===== src/rtl/fnd_pkg.sv =====
// Shared constants for the 7-segment scan controller: segment codes, converter states, pow10 helper.
package fnd_pkg;

  // Active-low segment codes {dp,g,f,e,d,c,b,a} for digits 0..9, dp bit off; index 0 is rightmost.
  localparam logic [9:0][7:0] SEG_TABLE = {
    8'h90, 8'h80, 8'hF8, 8'h82, 8'h92, 8'h99, 8'hB0, 8'hA4, 8'hF9, 8'hC0
  };
  localparam logic [7:0] SEG_DASH  = 8'hBF;
  localparam logic [7:0] SEG_BLANK = 8'hFF;

  typedef enum logic [1:0] {
    CONV_IDLE  = 2'd0,
    CONV_SHIFT = 2'd1,
    CONV_DONE  = 2'd2
  } conv_state_e;

  // 10^n as a constant for overflow limits.
  function automatic longint unsigned pow10(input int unsigned n);
    longint unsigned r;
    r = 64'd1;
    for (int unsigned i = 0; i < n; i++) r = r * 64'd10;
    return r;
  endfunction

  // BCD nibble to segment code; non-decimal nibbles render blank.
  function automatic logic [7:0] seg_code(input logic [3:0] d);
    return (d > 4'd9) ? SEG_BLANK : SEG_TABLE[d];
  endfunction

endpackage


===== src/rtl/bin2bcd_seq.sv =====
// Sequential double-dabble binary-to-BCD converter, one shift per clock.
module bin2bcd_seq
  import fnd_pkg::*;
#(
  parameter int unsigned DATA_W     = 14,
  parameter int unsigned NUM_DIGITS = 4
) (
  input  logic                    clk,
  input  logic                    rst_n,
  input  logic                    start,
  input  logic [DATA_W-1:0]       value,
  output logic                    busy,
  output logic                    done,
  output logic [4*NUM_DIGITS-1:0] bcd
);

  localparam int unsigned BCD_W = 4 * NUM_DIGITS;
  localparam int unsigned CNT_W = $clog2(DATA_W + 1);

  conv_state_e       state, state_next;
  logic [DATA_W-1:0] bin_q, bin_n;
  logic [BCD_W-1:0]  bcd_n, corr_c;
  logic [CNT_W-1:0]  cnt_q, cnt_n;

  // Add-3 correction of every nibble that is 5 or more before the shift.
  always_comb begin
    corr_c = bcd;
    for (int k = 0; k < int'(NUM_DIGITS); k++) begin
      if (bcd[4*k +: 4] >= 4'd5) corr_c[4*k +: 4] = bcd[4*k +: 4] + 4'd3;
    end
  end

  // Next-state and datapath updates.
  always_comb begin
    state_next = state;
    bin_n      = bin_q;
    bcd_n      = bcd;
    cnt_n      = cnt_q;
    case (state)
      CONV_IDLE: begin
        if (start) begin
          state_next = CONV_SHIFT;
          bin_n      = value;
          bcd_n      = '0;
          cnt_n      = CNT_W'(DATA_W);
        end
      end
      CONV_SHIFT: begin
        bcd_n = {corr_c[BCD_W-2:0], bin_q[DATA_W-1]};
        bin_n = {bin_q[DATA_W-2:0], 1'b0};
        cnt_n = cnt_q - CNT_W'(1);
        if (cnt_q == CNT_W'(1)) state_next = CONV_DONE;
      end
      CONV_DONE: state_next = CONV_IDLE;
      default:   state_next = CONV_IDLE;
    endcase
  end

  // State, datapath and registered handshake outputs.
  always_ff @(posedge clk or negedge rst_n) begin
    if (!rst_n) begin
      state <= CONV_IDLE;
      bin_q <= '0;
      bcd   <= '0;
      cnt_q <= '0;
      busy  <= 1'b0;
      done  <= 1'b0;
    end else begin
      state <= state_next;
      bin_q <= bin_n;
      bcd   <= bcd_n;
      cnt_q <= cnt_n;
      busy  <= (state_next != CONV_IDLE);
      done  <= (state_next == CONV_DONE);
    end
  end

endmodule


===== src/rtl/fnd_scan_controller.sv =====
// Multiplexed 7-segment display driver: binary load, BCD conversion, digit scan with anti-ghost blanking.
module fnd_scan_controller
  import fnd_pkg::*;
#(
  parameter int unsigned NUM_DIGITS   = 4,
  parameter int unsigned DATA_W       = 14,
  parameter int unsigned CLK_HZ       = 100_000_000,
  parameter int unsigned SCAN_HZ      = 1000,
  parameter int unsigned BLANK_CYCLES = 1
) (
  input  logic                  clk,
  input  logic                  reset,
  input  logic [DATA_W-1:0]     value,
  input  logic                  load,
  output logic                  ready,
  input  logic                  lz_blank_en,
  input  logic [NUM_DIGITS-1:0] dp_mask,
  output logic                  overflow,
  output logic [NUM_DIGITS-1:0] fnd_com,
  output logic [7:0]            fnd_data
);

  localparam int unsigned SCAN_DIV = CLK_HZ / SCAN_HZ;
  localparam int unsigned DIV_W    = (SCAN_DIV > 1) ? $clog2(SCAN_DIV) : 1;
  localparam int unsigned IDX_W    = (NUM_DIGITS > 1) ? $clog2(NUM_DIGITS) : 1;
  localparam int unsigned BLK_W    = $clog2(BLANK_CYCLES + 2);
  localparam int unsigned BCD_W    = 4 * NUM_DIGITS;
  localparam longint unsigned OVF_LIMIT = pow10(NUM_DIGITS) - 64'd1;

  // Reject illegal configurations at elaboration.
  if (SCAN_DIV < BLANK_CYCLES + 2) begin : g_bad_div
    $error("fnd_scan_controller: SCAN_DIV too small for BLANK_CYCLES");
  end
  if (NUM_DIGITS < 1 || NUM_DIGITS > 8) begin : g_bad_digits
    $error("fnd_scan_controller: NUM_DIGITS must be 1..8");
  end
  if (DATA_W < 4 || DATA_W > 27) begin : g_bad_width
    $error("fnd_scan_controller: DATA_W must be 4..27");
  end

  logic [DIV_W-1:0]      div_q;
  logic [IDX_W-1:0]      idx;
  logic [BLK_W-1:0]      blank_cnt;
  logic [BCD_W-1:0]      display;
  logic [BCD_W-1:0]      conv_bcd;
  logic                  conv_busy, conv_done;
  logic                  ovf_pend;
  logic                  tick_c, start_c, zero_acc_c;
  logic [NUM_DIGITS-1:0] upper_zero_c, com_c;
  logic [3:0]            cur_digit_c;
  logic [7:0]            seg_c, data_c;

  assign tick_c  = (div_q == DIV_W'(SCAN_DIV - 1));
  assign start_c = load && ready && !conv_busy;

  // Scan divider, digit index and post-advance blank window.
  always_ff @(posedge clk or negedge reset) begin
    if (!reset) begin
      div_q     <= '0;
      idx       <= '0;
      blank_cnt <= '0;
    end else begin
      div_q <= tick_c ? '0 : div_q + DIV_W'(1);
      if (tick_c) begin
        idx       <= (idx == IDX_W'(NUM_DIGITS - 1)) ? '0 : idx + IDX_W'(1);
        blank_cnt <= BLK_W'(BLANK_CYCLES);
      end else if (blank_cnt != '0) begin
        blank_cnt <= blank_cnt - BLK_W'(1);
      end
    end
  end

  bin2bcd_seq #(
    .DATA_W    (DATA_W),
    .NUM_DIGITS(NUM_DIGITS)
  ) u_conv (
    .clk  (clk),
    .rst_n(reset),
    .start(start_c),
    .value(value),
    .busy (conv_busy),
    .done (conv_done),
    .bcd  (conv_bcd)
  );

  // Load handshake; display and overflow change together when conversion completes.
  always_ff @(posedge clk or negedge reset) begin
    if (!reset) begin
      ready    <= 1'b1;
      ovf_pend <= 1'b0;
      overflow <= 1'b0;
      display  <= '0;
    end else if (start_c) begin
      ready    <= 1'b0;
      ovf_pend <= (64'(value) > OVF_LIMIT);
    end else if (conv_done) begin
      ready    <= 1'b1;
      overflow <= ovf_pend;
      display  <= conv_bcd;
    end
  end

  // Leading-zero map: bit k set when digits k..top are all zero.
  always_comb begin
    zero_acc_c   = 1'b1;
    upper_zero_c = '0;
    for (int k = int'(NUM_DIGITS) - 1; k >= 0; k--) begin
      zero_acc_c      = zero_acc_c && (display[4*k +: 4] == 4'd0);
      upper_zero_c[k] = zero_acc_c;
    end
  end

  // Segment pattern and common select for the current digit.
  always_comb begin
    cur_digit_c = display[{idx, 2'b00} +: 4];
    if (overflow) begin
      seg_c = SEG_DASH;
    end else if (lz_blank_en && (idx != '0) && upper_zero_c[idx]) begin
      seg_c = SEG_BLANK;
    end else begin
      seg_c = seg_code(cur_digit_c);
    end
    data_c = {~dp_mask[idx], seg_c[6:0]};
    com_c  = (blank_cnt != '0) ? '1 : ~(NUM_DIGITS'(1) << idx);
  end

  // Registered display outputs.
  always_ff @(posedge clk or negedge reset) begin
    if (!reset) begin
      fnd_com  <= '1;
      fnd_data <= 8'hFF;
    end else begin
      fnd_com  <= com_c;
      fnd_data <= data_c;
    end
  end

endmodule


===== config.mk =====
export PLATFORM = sky130hd
export DESIGN_NAME = fnd_scan_controller
export DESIGN_NICKNAME = d
export VERILOG_FILES = /design/src/rtl/fnd_pkg.sv /design/src/rtl/bin2bcd_seq.sv /design/src/rtl/fnd_scan_controller.sv
export SDC_FILE = /design/constraint.sdc
export NUM_CORES = 1
export LEC_CHECK = 0
export BUFFER_PORTS_ARGS = -buffer_cell sky130_fd_sc_hd__buf_2
export CAP_MARGIN = 10
export CORE_MARGIN = 1
export CORE_UTILIZATION = 30
export CTS_CLUSTER_SIZE = 25
export DETAILED_ROUTE_END_ITERATION = 6
export GPL_TIMING_DRIVEN = 0
export PLACE_DENSITY = 0.49
export RECOVER_POWER = 25
export SLEW_MARGIN = 15
export SYNTH_ARGS = -nofsm -noshare
export SYNTH_HDL_FRONTEND = slang
export SYNTH_SLANG_ARGS = --single-unit
export TNS_END_PERCENT = 30

===== constraint.sdc =====
create_clock -name clk -period 3.8 [get_ports clk]
set_input_delay 0.19 -clock clk [delete_from_list [all_inputs] [get_ports clk]]
set_output_delay 0.19 -clock clk [all_outputs]
set_load 0.03 [all_outputs]

==> results of run 1 <==
-- worst register-to-register path, stage by stage (launching register included) --
cell and delay (ps):
dfrtp_1 380, clkbuf_1 440, mux4_2 450, inv_1 130, ha_1 180, nor2_1 50
o21ai_1 130, o41a_2 230, o311ai_0 150
-- cell families (layout without fill, tap and decap cells) --
kind of cell               after synthesis  in the layout  synth area share
and+or+nand+nor                        125            125            0.1419
DFF                                     90             90            0.5251
AOI/OAI and AO/OA                       83             83            0.1234
buffers and inverters                   39             92           0.03707
muxes                                   23             23           0.06922
adders and majority gates               21             21           0.06082
xor gates and xnor gates                21             21           0.04257
-- final cells by class --
| cell class | instances | area [um2] |
|---|---|---|
| fillers | 1423 | 8944 |
| well taps | 180 | 225.2 |
| repair buffers | 37 | 211.5 |
| plain buffers | 17 | 77.57 |
| inverters | 22 | 82.58 |
| clock buffers | 12 | 236.5 |
| clock inverters | 4 | 51.30 |
| flip-flops and latches | 90 | 2268 |
| multi-input cells | 273 | 1892 |
-- cell usage after synthesis, types with 5 or more instances --
cell type | n | area, um2
clkbuf_1 | 10 | 37.54
o31ai_1 | 5 | 37.54
ha_1 | 21 | 262.8
a21oi_1 | 13 | 65.06
buf_2 | 5 | 25.02
dfstp_2 | 13 | 341.6
xnor2_1 | 14 | 122.6
a22oi_1 | 8 | 60.06
inv_1 | 21 | 78.83
nor2_1 | 28 | 105.1
mux2i_1 | 7 | 70.07
dfrtp_1 | 77 | 1927
nand2_1 | 47 | 176.4
nand2b_1 | 6 | 37.54
mux2_2 | 11 | 123.9
o21ai_0 | 25 | 125.1
xor2_1 | 7 | 61.31
nand3_1 | 11 | 55.05
nor4_1 | 5 | 31.28
a31oi_1 | 11 | 68.82
-- cells in the final DEF, fill, tap and decap left out, drive strengths merged, types with 5 or more instances in the layout --
cell type,netlist,routed
nor2,29,29
xnor2,14,14
a21oi,13,13
dfrtp,77,77
a22oi,8,8
nand2,47,47
mux2i,7,7
nor4,5,5
inv,22,23
buf,7,42
o31ai,5,5
nand2b,6,6
clkbuf,10,23
mux2,12,12
xor2,7,7
ha,21,21
a31oi,11,11
dfstp,13,13
o21ai,26,26
nand3,11,11
-- sequential cells by signal, summed over array words and instances, names as in the netlist, 2 cells and up --
name,flops
idx,2
u_conv.state,2
display,16
blank_cnt,2
u_conv.cnt_q,4
div_q,17
fnd_com,4
u_conv.bcd,16
u_conv.bin_q,14
fnd_data,8
-- power groups by stage --
stage / sequential (mW) / combinational (mW) / clock [mW]
floorplan: 0.979 / 0.00399 / 0
global placement: 0.977 / 0.0379 / 0
detailed placement: 0.977 / 0.0424 / 0
CTS: 0.959 / 0.0434 / 0.908
global route: 0.959 / 0.0480 / 0.945
finish: 0.960 / 0.0406 / 0.876
-- repair_timing --
| item | CTS | global route |
|---|---|---|
| hold buffers | 1 | 0 |
| resized for setup | 0 | 0 |
| endpoints found under the hold margin | 19 | 0 |
-- stage by stage --
| stage | power (mW) | cell area, um2 | worst slack (ps) | hold WS (ps) |
|---|---|---|---|---|
| floorplan | 0.9826 | 4320 | 1836 | -105.6 |
| global placement | 1.015 | 4721 | 1634 | 432.6 |
| detailed placement | 1.019 | 4751 | 1588 | 164.3 |
| CTS | 1.911 | 5049 | 1567 | 106.7 |
| global route | 1.952 | 5045 | 1400 | 120.7 |
| finish | 1.876 | 5045 | 1583 | 118.6 |
-- path summary, 6_finish.rpt --
path	from	to	slack [ps]	depth (start not counted)
setup / recovery	idx[1]$_DFFE_PN0N_	fnd_data[2]$_DFF_PN1_	1580	8
hold / removal	value[13]	u_conv.bin_q[13]$_DFFE_PN0P_	120	3
setup reg to reg	idx[1]$_DFFE_PN0N_	fnd_data[2]$_DFF_PN1_	1580	8
hold reg to reg	overflow$_DFFE_PN0P_	fnd_data[6]$_DFF_PN1_	440	1
max in group asynchronous	reset	ready$_DFFE_PN1P_	1840	3
min in group asynchronous	reset	div_q[11]$_DFF_PN0_	870	2
-- metal layers --
metal	vias up	part of all wire	track usage	wire length (um)
li1	1519	-	-	-
met1	1523	0.49	0.1673	4306
met2	67	0.46	0.2172	4083
met3	6	0.043	0.03839	379
met4	0	0.0095	0.03009	84
met5	-	0	0	0
==> flow_summary.json, run 1 <==
{
  "status": "finished, violations left",
  "violations": "max-capacitance violations, max-slew violations",
  "crit_type": "reg -> reg",
  "synth_cell_type_count": 50,
  "cts-buffers-inserted": 9,
  "fp.dieArea_mm2": 0.01489,
  "synth_warnings": 0,
  "grt_overflow": 0,
  "clk-insertion-delay-late_ps": 330,
  "dp_cells": 618,
  "hold_class": "in -> reg",
  "peakVddDrop_mv": 0.2015,
  "finalMaxSlewViolations": 32,
  "post-route-period-util": 0.5834,
  "via_per_inst": 4.906,
  "clock_skew_ps": 4.941,
  "p_sw_frac": 0.2083,
  "drtIter0Drc": 135,
  "clk_path_buf_depth": 2,
  "hold_viol": 0,
  "crit_path_start_kind": "flip-flop",
  "cp_data_arrival_time_ps": 2450,
  "p_leak_nw": 2.309,
  "synth_edf_count": 0,
  "pin_count": 36,
  "drt-total-wl_mm": 8.854,
  "netlist_instances": 402,
  "combPwrFrac": 0.022,
  "drc": 0,
  "finish.net_count": 493,
  "drtPass1Iterations": 4,
  "p_int_mw": 1.485,
  "fin_cells": 635,
  "fmax_ghz": 0.4511,
  "post_cts_buffers": 0,
  "antenna_found_initial": 0,
  "crit_fanout": 10,
  "ys.flop_type": "dfrtp_1",
  "netlist_area_mm2": 0.004320,
  "portBuffers": 35,
  "cp-end-kind": "flip-flop",
  "ys_ff_latch": 90,
  "seqPwrFrac": 0.512,
  "grt_max_degree": 60,
  "crit_family": "buffers and inverters",
  "tightest_slew_ps": 1786,
  "hpwl_mm": 6.203,
  "core-area_mm2": 0.01399,
  "critPathMaxStageDelay_ps": 450,
  "grt_pass1_wl_mm": 15.12,
  "power_density_mw_per_mm2": 371.9,
  "start_util": 0.3089,
  "slowest_stage": "mux4_2",
  "setup_viol": 0,
  "path_buf_inv": 2,
  "finalCriticalPeriod_ps": 2217,
  "fin_util": 0.3606,
  "relSlewSlack": -0.1905,
  "postSynthAreaPerCell_um2": 10.75,
  "power_switching_uw": 390.7,
  "cts.reportedPaths.clkPinSlew_ps": 60,
  "diodes": 0,
  "wl_per_cell_um": 13.94,
  "clock_sinks": 90,
  "die_h_um": 122.0,
  "pwr-share-clk": 0.467,
  "cp_cell_sequence": "clkbuf_1 > mux4_2 > inv_1 > ha_1 > nor2_1 > o21ai_1 > o41a_2 > o311ai_0",
  "cts-root-buf": "clkbuf_16",
  "std_cell_rows": 43,
  "antenna_left": 0,
  "rsz0062_at_grt": "false",
  "cap_violations": 1,
  "htree_levels": 3,
  "track_usage": 0.1310,
  "syn_to_final_growth_pct": 16.77,
  "cts_tree": "yes",
  "first_global_vias": 3079,
  "routabilityCongestion": 0.7846,
  "drive_gt1_frac": 0.1978,
  "seq_area_frac_synth": 0.5251,
  "vias": 3115,
  "fin_tns_setup_ps": 0,
  "die_w_um": 122.0,
  "synthArstFlopShare": 1.000,
  "synthesis.nets": 445,
  "required_ps": 4040
}
(Power assumes the default switching activity.)
==> inputs of run 2 (changes only) <==
--- a/config.mk
+++ b/config.mk
@@ -12,7 +12,7 @@
 export CTS_CLUSTER_SIZE = 25
 export DETAILED_ROUTE_END_ITERATION = 6
 export GPL_TIMING_DRIVEN = 0
-export PLACE_DENSITY = 0.49
+export PLACE_DENSITY = 0.5
 export RECOVER_POWER = 25
 export SLEW_MARGIN = 15
 export SYNTH_ARGS = -nofsm -noshare
==> constraint.sdc (replaced) <==
create_clock -name clk -period 1.96 [get_ports clk]
set_input_delay 0.098 -clock clk [delete_from_list [all_inputs] [get_ports clk]]
set_output_delay 0.098 -clock clk [all_outputs]
set_load 0.03 [all_outputs]
==> run 2 against run 1 <==
  * The run now ends clean
  * Routed wire length rose by 2.9%
  * Count of clock-buffer cells in the layout rose by 2
  * Setup slack got worse by 1500 ps
  * Critical path depth fell by 4
  * Combinational power rose by 100%
  * Via count fell by 1.1%
  * Critical path type unchanged
  * Largest power group unchanged
==> flow_summary.json, run 2 (same netlist as run 1, synthesis figures left out) <==
{
  "status": "finished clean",
  "crit_path_start_kind": "flip-flop",
  "hold_viol": 0,
  "biggestRegsByFlops": "div_q (17), display (16), u_conv.bcd (16)",
  "cts-buffers-inserted": 9,
  "syn_to_final_growth_pct": 18.97,
  "fin_ws_ps": 48.07,
  "p_leak_nw": 2.364,
  "clock_skew_ps": 4.862,
  "clk_path_buf_depth": 2,
  "std_cell_rows": 43,
  "max_flop_register": "div_q",
  "cts-root-buf": "clkbuf_16",
  "cts_tree": "yes",
  "peakVddDrop_mv": 0.4271,
  "hpwl_mm": 6.300,
  "finish.net_count": 498,
  "power_switching_uw": 749.3,
  "first_global_vias": 3101,
  "wl_per_cell_um": 14.24,
  "drive_gt1_frac": 0.2283,
  "fin_tns_setup_ps": 0,
  "nFillCells": 1434,
  "whs_ps": 16.88,
  "pin_count": 36,
  "start_util": 0.3089,
  "hold_class": "in -> reg",
  "via_per_inst": 4.814,
  "min_path_cells": 3,
  "drtPass1Iterations": 4,
  "diodes": 0,
  "final_cell_mix": "75 x dfrtp_1, 46 x nand2_1, 38 x buf_2, 27 x nor2_1, 25 x o21ai_0",
  "drt-total-wl_mm": 9.114,
  "place_area_mm2": 0.004753,
  "required_ps": 2190,
  "final_common_cell": "dfrtp_1",
  "clk-insertion-delay-late_ps": 350,
  "power_density_mw_per_mm2": 687.2,
  "tightest_slew_ps": 834.8,
  "setup_viol": 0,
  "final_area_mm2": 0.005140,
  "crit_type": "reg -> reg",
  "die_h_um": 122.0,
  "p_sw_frac": 0.2121,
  "finalMaxSlewViolations": 0,
  "cp-end-kind": "flip-flop",
  "grt_max_degree": 60,
  "reg2reg_depth": 4,
  "pwr-share-clk": 0.450,
  "post-place-ws_ps": -254.8,
  "fmax_ghz": 0.5230,
  "portBuffers": 35,
  "drtIter0Drc": 189,
  "finalCriticalPeriod_ps": 1912,
  "grt_pass1_wl_mm": 15.48,
  "p_int_mw": 2.783,
  "rsz0062_at_grt": "true",
  "antenna_left": 0,
  "htree_levels": 3,
  "track_usage": 0.1368,
  "seqPwrFrac": 0.527,
  "die_w_um": 122.0,
  "cp_data_arrival_time_ps": 2140,
  "antenna_found_initial": 0,
  "combPwrFrac": 0.023,
  "vias": 3081,
  "fp.dieArea_mm2": 0.01489,
  "routabilityCongestion": 0.7727,
  "post-route-period-util": 0.9755,
  "drc": 0,
  "grt_overflow": 0,
  "relSlewSlack": 0.4435,
  "largest_register_ffs": 17,
  "crit_fanout": 4,
  "clock_sinks": 90,
  "core-area_mm2": 0.01399,
  "cap_violations": 0,
  "cts.reportedPaths.clkPinSlew_ps": 60
}
[run 2: layer usage]
metal / wire (um) / track usage / up-vias
li1: - / - / 1522
met1: 4366 / 0.1696 / 1494
met2: 4336 / 0.2225 / 52
met3: 306 / 0.04073 / 13
met4: 104 / 0.05324 / 0
met5: 0 / 0 / -
[run 2: area by class of cell]
type	instances	area, um2	share of cell area
repair buffers	45	275.3	0.05355
flip-flops and latches	90	2271	0.4418
clock inverters	2	12.51	0.002434
plain buffers	14	73.82	0.01436
multi-input cells	273	1946	0.3785
well taps	180	225.2	0.04382
clock buffers	14	254.0	0.04942
inverters	22	82.58	0.01607
[run 2: metrics by stage]
step	util	std cells	total power, mW
after floorplan	-	402	1.905
after global placement	0.3377	617	1.968
after detailed placement	0.3398	618	1.977
after CTS	0.3634	638	3.593
after global routing	0.3674	640	3.686
final	0.3674	640	3.532
[run 2: repair_timing]
| item | CTS | global route |
|---|---|---|
| endpoints found under the hold margin | 20 | 0 |
| endpoints found under the setup margin | 34 | 21 |
| resized for setup | 7 | 9 |
| pin swaps | 1 | 2 |
| setup buffers | 4 | 3 |
| hold buffers | 2 | 0 |
[run 2: power groups by stage]
stage / Clock, mW / Combinational, mW / Sequential, mW
2_1_floorplan: 0 / 0.00774 / 1.90
5_1_grt: 1.73 / 0.0953 / 1.86
6_report: 1.59 / 0.0810 / 1.86
3_5_place_dp: 0 / 0.0828 / 1.89
4_1_cts: 1.65 / 0.0862 / 1.86
3_3_place_gp: 0 / 0.0736 / 1.89
[run 2: final timing paths]
check / startpoint / endpoint / slack, ps
max in group asynchronous: reset / ready$_DFFE_PN1P_ / 750
hold reg to reg: overflow$_DFFE_PN0P_ / fnd_data[6]$_DFF_PN1_ / 440
min in group asynchronous: reset / div_q[10]$_DFF_PN0_ / 390
setup / recovery: div_q[11]$_DFF_PN0_ / idx[1]$_DFFE_PN0N_ / 50
setup reg to reg: div_q[11]$_DFF_PN0_ / idx[1]$_DFFE_PN0N_ / 50
hold / removal: value[12] / u_conv.bin_q[12]$_DFFE_PN0P_ / 20
[run 2: critical path: stages, from the launching register on]
cell and delay [ps]:
dfrtp_1 410, or4_4 560, nor4b_4 240, and4bb_4 290, mux2_4 290
